==> config.mk <==
export PLATFORM = sky130hd
export DESIGN_NAME = frame_buffer_reader
export DESIGN_NICKNAME = d
export VERILOG_FILES = /design/src/rtl/isp_pkg.sv /design/src/rtl/vga_timing_gen.sv /design/src/rtl/frame_buffer_reader.sv
export SDC_FILE = /design/constraint.sdc
export NUM_CORES = 1
export LEC_CHECK = 0
export CAP_MARGIN = 30
export CORE_MARGIN = 2
export CORE_UTILIZATION = 57
export CTS_CLUSTER_DIAMETER = 60
export DETAILED_ROUTE_END_ITERATION = 7
export DONT_BUFFER_PORTS = 1
export GPL_ROUTABILITY_DRIVEN = 0
export PLACE_DENSITY = 0.72
export SETUP_SLACK_MARGIN = 0.5
export SLEW_MARGIN = 20
export SYNTH_ARGS = -nofsm -noshare
export SYNTH_HDL_FRONTEND = slang
export SYNTH_HIERARCHICAL = 1
export SYNTH_SLANG_ARGS = --single-unit
export TNS_END_PERCENT = 10
==> constraint.sdc <==
create_clock -name clk -period 3.3 [get_ports clk]
set_clock_uncertainty 0.15 [all_clocks]
set_input_delay 0.33 -clock clk [delete_from_list [all_inputs] [get_ports clk]]
set_output_delay 0.33 -clock clk [all_outputs]
set_load 0.005 [all_outputs]
==> src/rtl/isp_pkg.sv <==
// isp_pkg: shared pixel type, VGA 640x480@60 timing constants and the
// frame-buffer geometry used by vga_timing_gen and frame_buffer_reader.
// Ports: none (package). Also holds the test-pattern bar colour lookup.
package isp_pkg;

    typedef logic [11:0] rgb444_t;

    localparam int H_ACT_PX  = 640;
    localparam int H_FP_PX   = 16;
    localparam int H_SYNC_PX = 96;
    localparam int H_BP_PX   = 48;

    localparam int V_ACT_LN  = 480;
    localparam int V_FP_LN   = 10;
    localparam int V_SYNC_LN = 2;
    localparam int V_BP_LN   = 33;

    localparam int FB_W_PX   = 320;

    // Counter state captured on one pixel tick, presented on the next.
    typedef struct packed {
        logic       act;
        logic       hs;
        logic       vs;
        logic [9:0] x;
        logic [8:0] y;
    } pix_t;

    // Eight 80-column bars across the active line.
    function automatic rgb444_t bar_color(input logic [9:0] x);
        rgb444_t c;
        if (x < 10'd80)       c = 12'hFFF;
        else if (x < 10'd160) c = 12'hFF0;
        else if (x < 10'd240) c = 12'h0FF;
        else if (x < 10'd320) c = 12'h0F0;
        else if (x < 10'd400) c = 12'hF0F;
        else if (x < 10'd480) c = 12'hF00;
        else if (x < 10'd560) c = 12'h00F;
        else                  c = 12'h000;
        return c;
    endfunction

endpackage

==> src/rtl/vga_timing_gen.sv <==
// vga_timing_gen: h/v pixel counters advanced on the pixel tick, with
// combinational sync (active-low) and active-region decode of the count.
// Ports: clk_i, reset_i (sync, high), pclk_en_i in; h_cnt_o, v_cnt_o,
//        active_o, h_sync_o, v_sync_o out.
module vga_timing_gen
    import isp_pkg::*;
#(
    parameter int H_ACTIVE = H_ACT_PX,
    parameter int V_ACTIVE = V_ACT_LN
) (
    input  logic       clk_i,
    input  logic       reset_i,
    input  logic       pclk_en_i,
    output logic [9:0] h_cnt_o,
    output logic [9:0] v_cnt_o,
    output logic       active_o,
    output logic       h_sync_o,
    output logic       v_sync_o
);

    localparam int H_TOT = H_ACTIVE + H_FP_PX + H_SYNC_PX + H_BP_PX;
    localparam int V_TOT = V_ACTIVE + V_FP_LN + V_SYNC_LN + V_BP_LN;

    localparam logic [9:0] H_ACT  = 10'(H_ACTIVE);
    localparam logic [9:0] H_LAST = 10'(H_TOT - 1);
    localparam logic [9:0] HS_BEG = 10'(H_ACTIVE + H_FP_PX);
    localparam logic [9:0] HS_END = 10'(H_ACTIVE + H_FP_PX + H_SYNC_PX - 1);

    localparam logic [9:0] V_ACT  = 10'(V_ACTIVE);
    localparam logic [9:0] V_LAST = 10'(V_TOT - 1);
    localparam logic [9:0] VS_BEG = 10'(V_ACTIVE + V_FP_LN);
    localparam logic [9:0] VS_END = 10'(V_ACTIVE + V_FP_LN + V_SYNC_LN - 1);

    logic [9:0] h_cnt_q, h_cnt_d;
    logic [9:0] v_cnt_q, v_cnt_d;

    always_comb begin
        h_cnt_d = h_cnt_q;
        v_cnt_d = v_cnt_q;
        if (pclk_en_i) begin
            if (h_cnt_q == H_LAST) begin
                h_cnt_d = '0;
                v_cnt_d = (v_cnt_q == V_LAST) ? '0 : v_cnt_q + 10'd1;
            end else begin
                h_cnt_d = h_cnt_q + 10'd1;
            end
        end
    end

    always_ff @(posedge clk_i) begin
        if (reset_i) begin
            h_cnt_q <= '0;
            v_cnt_q <= '0;
        end else begin
            h_cnt_q <= h_cnt_d;
            v_cnt_q <= v_cnt_d;
        end
    end

    assign h_cnt_o  = h_cnt_q;
    assign v_cnt_o  = v_cnt_q;
    assign active_o = (h_cnt_q < H_ACT) && (v_cnt_q < V_ACT);
    assign h_sync_o = !((h_cnt_q >= HS_BEG) && (h_cnt_q <= HS_END));
    assign v_sync_o = !((v_cnt_q >= VS_BEG) && (v_cnt_q <= VS_END));

endmodule

==> src/rtl/frame_buffer_reader.sv <==
// frame_buffer_reader: scans a 2x-upscaled frame buffer into a VGA pixel
// stream with one pixel tick of latency; all outputs registered.
// Ports: clk, reset (sync, high), pclk_en, rd_data in; rd_en, rd_addr,
//        x_coor, y_coor, oe, h_sync, v_sync, frame_start, RGB444_data out.
// Macro TEST_PATTERN_EN adds input pattern_en selecting 8 colour bars.
module frame_buffer_reader
    import isp_pkg::*;
#(
    parameter int H_ACTIVE = H_ACT_PX,
    parameter int V_ACTIVE = V_ACT_LN,
    parameter int FB_WIDTH = FB_W_PX
) (
    input  logic        clk,
    input  logic        reset,
    input  logic        pclk_en,
    output logic        rd_en,
    output logic [16:0] rd_addr,
    input  rgb444_t     rd_data,
    output logic [9:0]  x_coor,
    output logic [8:0]  y_coor,
    output logic        oe,
    output logic        h_sync,
    output logic        v_sync,
    output logic        frame_start,
    output rgb444_t     RGB444_data
`ifdef TEST_PATTERN_EN
    ,
    input  logic        pattern_en
`endif
);

    localparam pix_t PIX_IDLE = '{act: 1'b0, hs: 1'b1, vs: 1'b1,
                                  x: '0, y: '0};

    logic [9:0] h_cnt;
    logic [9:0] v_cnt;
    logic       active;
    logic       hs;
    logic       vs;

    vga_timing_gen #(
        .H_ACTIVE (H_ACTIVE),
        .V_ACTIVE (V_ACTIVE)
    ) u_timing (
        .clk_i     (clk),
        .reset_i   (reset),
        .pclk_en_i (pclk_en),
        .h_cnt_o   (h_cnt),
        .v_cnt_o   (v_cnt),
        .active_o  (active),
        .h_sync_o  (hs),
        .v_sync_o  (vs)
    );

    // Frame-buffer address: (v/2)*FB_WIDTH + h/2.
    logic [8:0]  fb_row;
    logic [16:0] row_base;
    logic [16:0] addr_d;

    assign fb_row = v_cnt[9:1];

    generate
        if (FB_WIDTH == 320) begin : g_shift
            // 320 = 256 + 64, so two shifts and an add replace the multiply.
            assign row_base = ({8'd0, fb_row} << 8) + ({8'd0, fb_row} << 6);
        end else begin : g_mul
            assign row_base = {8'd0, fb_row} * 17'(FB_WIDTH);
        end
    endgenerate

    assign addr_d = row_base + {8'd0, h_cnt[9:1]};

    logic        rd_en_q;
    logic        rd_vld_q;
    logic [16:0] rd_addr_q;
    rgb444_t     data_q;
    pix_t        s1_q;
    logic [9:0]  x_q;
    logic [8:0]  y_q;
    logic        oe_q;
    logic        hs_q;
    logic        vs_q;
    logic        fs_q;
    rgb444_t     rgb_q;

    logic        rd_req;
    rgb444_t     fb_pix;
    rgb444_t     pix_src;

    // Ticks may be only 2 clk apart, so the presenting tick can coincide
    // with the data-valid cycle: bypass the capture register then.
    assign fb_pix = rd_vld_q ? rd_data : data_q;

`ifdef TEST_PATTERN_EN
    logic    pat_q;
    rgb444_t bar_q;

    always_ff @(posedge clk) begin
        if (reset) begin
            pat_q <= 1'b0;
            bar_q <= '0;
        end else if (pclk_en) begin
            pat_q <= pattern_en;
            bar_q <= bar_color(h_cnt);
        end
    end

    assign rd_req  = active && !pattern_en;
    assign pix_src = pat_q ? bar_q : fb_pix;
`else
    assign rd_req  = active;
    assign pix_src = fb_pix;
`endif

    always_ff @(posedge clk) begin
        if (reset) begin
            rd_en_q   <= 1'b0;
            rd_vld_q  <= 1'b0;
            rd_addr_q <= '0;
            data_q    <= '0;
            s1_q      <= PIX_IDLE;
            x_q       <= '0;
            y_q       <= '0;
            oe_q      <= 1'b0;
            hs_q      <= 1'b1;
            vs_q      <= 1'b1;
            fs_q      <= 1'b0;
            rgb_q     <= '0;
        end else begin
            rd_en_q  <= pclk_en && rd_req;
            rd_vld_q <= rd_en_q;
            fs_q     <= 1'b0;
            if (rd_vld_q) begin
                data_q <= rd_data;
            end
            if (pclk_en) begin
                if (rd_req) begin
                    rd_addr_q <= addr_d;
                end
                s1_q <= '{act: active, hs: hs, vs: vs,
                          x: h_cnt, y: v_cnt[8:0]};
                oe_q  <= s1_q.act;
                x_q   <= s1_q.act ? s1_q.x : '0;
                y_q   <= s1_q.act ? s1_q.y : '0;
                hs_q  <= s1_q.hs;
                vs_q  <= s1_q.vs;
                rgb_q <= s1_q.act ? pix_src : '0;
                fs_q  <= s1_q.act && (s1_q.x == '0) && (s1_q.y == '0);
            end
        end
    end

    assign rd_en       = rd_en_q;
    assign rd_addr     = rd_addr_q;
    assign x_coor      = x_q;
    assign y_coor      = y_q;
    assign oe          = oe_q;
    assign h_sync      = hs_q;
    assign v_sync      = vs_q;
    assign frame_start = fs_q;
    assign RGB444_data = rgb_q;

endmodule

==> results.yml <==
power:
  p_sw_share_pct: 24.6
  seqPwrFrac_pct: 57.7
  p_int_mw: 1.74
  p_leak_nw: 1.94
  clkPwrFrac_pct: 37.6
  vdd_drop_max_mv: 0.229
  switchingPower_mw: 0.567
  p_per_area_nw_per_um2: 450
  pwr-share-comb_pct: 4.7
setup_path:
  r2r.worst_path.cells: 8
  arrival_ns: 2.83
  startpoint: "u_timing/v_cnt_o[1]"
  required_ns: 3.46
  ff2ff_setup_slack_ns: 0.64
  startpoint_type: "flip-flop"
  timing.rr.start: "u_timing/v_cnt_o[1]"
  cp_max_fo: 8
  critPathKind: "reg2reg"
  end_kind: "flip-flop"
  crit_end: "rd_addr[12]"
  r2r_end: "rd_addr[12]"
clocking:
  cts_setup_buffers: 0
  cts_buffers: 9
  clock_latency_ns: 0.37
  cts_tree: "done"
  clk_pin_slew_ns: 0.11
  numClockSinks: 108
  h-tree-depth: 3
  ctsLongestPathBuffers: 2
  clockRootBuffer: "clkbuf_8"
route:
  drc: 0
  drt-initial-drc-count: 185
  via_count: 3602
  wl_per_cell_um: 17.2
  dr.pass1.iters: 4
  ant_nets: 0
  avgViaCountPerCell: 5.93
  drt-total-wl_um: 10400
logic_synthesis:
  synth_top_family_by_area: "simple AND/OR/NAND/NOR gates"
  synth_warnings: 6
  synthAdderAreaFrac_pct: 6.43
  synth-xor-area-share_pct: 1.67
  syn_inst: 503
  synthTopCellsByArea: "dfxtp_1 46%, mux2i_1 7.7%, ha_1 5.6%, nor2_1 5.6%, nand2_1 3.2%"
  synth_cell_type_count: 58
  synth_commonest_cells: "108 x dfxtp_1, 70 x nor2_1, 40 x nand2_1"
  avgSynthCellArea_um2: 9.36
  synth.most_common_cell: "dfxtp_1"
  synth-edff-count: 0
  synthMuxAreaShare_pct: 7.65
  ys_ff_latch: 108
  synthesis.area_um2: 4710
  synth-simple-area-share_pct: 19.1
  async_flop_share_pct: 0
  synth_ff_type: "dfxtp_1"
  synth_top_cell_by_area: "dfxtp_1"
  synth_compound_area_share_pct: 14.6
  synthDominantCellAreaShare_pct: 45.9
  syn-num-nets: 541
  yosysSeqAreaShare_pct: 45.9
run:
  cap_violations: 0
sta:
  max_slew_margin_pct: 48.7
  report.final.slew_viol_count: 0
  setup_violations: 0
  worst_pin_slew_ns: 0.768
  period_needed_ns: 2.66
  fin_tns_setup_ns: 0
  holdWs_ns: 0.0123
  rsz0062_at_grt: "false"
  setup_ws_ns: 0.636
  fin_crit_sh_pct: 80.7
  report.final.hold_viol_count: 0
  fmax_mhz: 375
outcome:
  status: "finished clean"
final_layout:
  fill_cells: 690
  drive_gt1_share_pct: 6.57
  fin_area_um2: 5120
  area_growth_pct: 8.80
  antenna_cells: 0
  nNetsFinal: 535
floorplanning:
  ios: 68
  core_um2: 8090
  die_w_um: 94.9
  dieArea_um2: 9000
  die_y_um: 94.9
  fp-row-count: 33
  start_util_pct: 58.2
global_route:
  grtUsageMet2_pct: 37.8
  grt_remaining_overflow: 0
  antenna_found_initial: 0
  grt_max_degree: 73
  gr-usage-met1_pct: 31.6
  grt_first_pass_wirelength_um: 16600
  grtUsageMet3_pct: 6.30
  grt_pass1_vias: 3322
  busiest_layer: "met2"
  gr-usage-all-layers_pct: 23.7
place:
  placed_area_um2: 4700
  port_buffers: 0
  place.detailed.hpwl_um: 6770
  dpl_worst_slack_ns: 0.521
hold_path:
  hold_path_class: "in2reg"
## cells by family after synthesis
kind of cell | after synthesis
xor gates and xnor gates | 9
muxes | 36
adders and majority gates | 23
AOI/OAI and AO/OA | 96
DFF | 108
and+or+nand+nor | 182
buffers and inverters | 49
## final cells by class
type | count | area [µm²] | share of cell area (%)
multi-input cells | 346 | 2340 | 45.6
flip-flops and latches | 108 | 2170 | 42.3
repair buffers | 16 | 208 | 4.05
well taps | 105 | 131 | 2.56
clock buffers | 9 | 124 | 2.42
clock inverters | 7 | 97.6 | 1.91
inverters | 16 | 60.1 | 1.17
## power groups by stage
stage / Sequential (mW) / Combinational [mW] / Clock (mW)
after global routing: 1.33 / 0.119 / 0.936
after floorplan: 1.36 / 0.0782 / 0
after global placement: 1.36 / 0.0641 / 0
after detailed placement: 1.36 / 0.0670 / 0
final: 1.33 / 0.109 / 0.867
after CTS: 1.33 / 0.105 / 0.886
## metal layers
layer | wire length (µm) | part of all wire [%]
met4 | 63 | 0.60
met1 | 4700 | 45
met5 | 0 | 0
met3 | 705 | 6.8
met2 | 4940 | 47
## registers in the layout, indices dropped and copies added, names as in the netlist
name and flops:
rd_addr 17, s1_q 22, RGB444_data 12, h_sync 1, x_coor 10, oe 1
rd_en 1, rd_vld_q 1, u_timing/h_cnt_o 10, frame_start 1, u_timing/v_cnt_o 10, v_sync 1
y_coor 9, data_q 12
## per-stage QoR
step                util (%)  power (mW)  cells
detailed placement      58.1        1.43    577
global route            63.3        2.39    607
CTS                     62.8        2.32    606
global placement        57.9        1.42    576
floorplan                  -        1.43    503
finish                  63.3        2.31    607
## what timing repair did
action,in CTS,in global routing
hold buffers,13,0
hold endpoints to repair,78,0
resized for setup,1,3
setup endpoints to repair,1,1
pin swaps,0,0
## layout by cell type (no fill, tap or decap), types with 4 or more instances in the layout
cell / Yosys / layout
a21oi_1: 25 / 25
a22oi_1: 19 / 19
a32o_1: 11 / 11
and2_1: 4 / 4
clkbuf_8: 0 / 9
dfxtp_1: 108 / 105
dlygate4sd3_1: 0 / 11
ha_1: 21 / 21
inv_1: 16 / 16
mux2i_1: 36 / 36
nand2_1: 40 / 40
nand3_1: 10 / 10
nand4_1: 7 / 7
nor2_1: 70 / 70
nor3_1: 13 / 13
nor4_1: 5 / 5
o211ai_1: 5 / 5
o21a_1: 5 / 5
o21ai_0: 8 / 8
or3_1: 9 / 9
xnor2_1: 5 / 5
xor2_1: 4 / 4
## worst max-delay path, stage by stage (launching register included)
cell and delay [ns]:
dfxtp_2 0.43, inv_1 0.08, fa_1 0.55, inv_1 0.06, ha_1 0.34, a211oi_4 0.33
o21ai_1 0.13, a2111oi_0 0.38, nand3b_1 0.15
## how the worst min path moves through the flow
stage / cells after the start / endpoint / slack, ns / from
floorplan: 1 / u_timing/v_cnt_o[0] / 0.25 / reset
global placement: 1 / rd_addr[3] / 0.26 / reset
detailed placement: 1 / rd_addr[11] / 0.26 / reset
CTS: 2 / data_q[0] / 0.001 / rd_data[0]
global route: 2 / data_q[0] / 0.003 / rd_data[0]
finish: 2 / data_q[0] / 0.01 / rd_data[0]
Power figures use the tool's default switching activity.
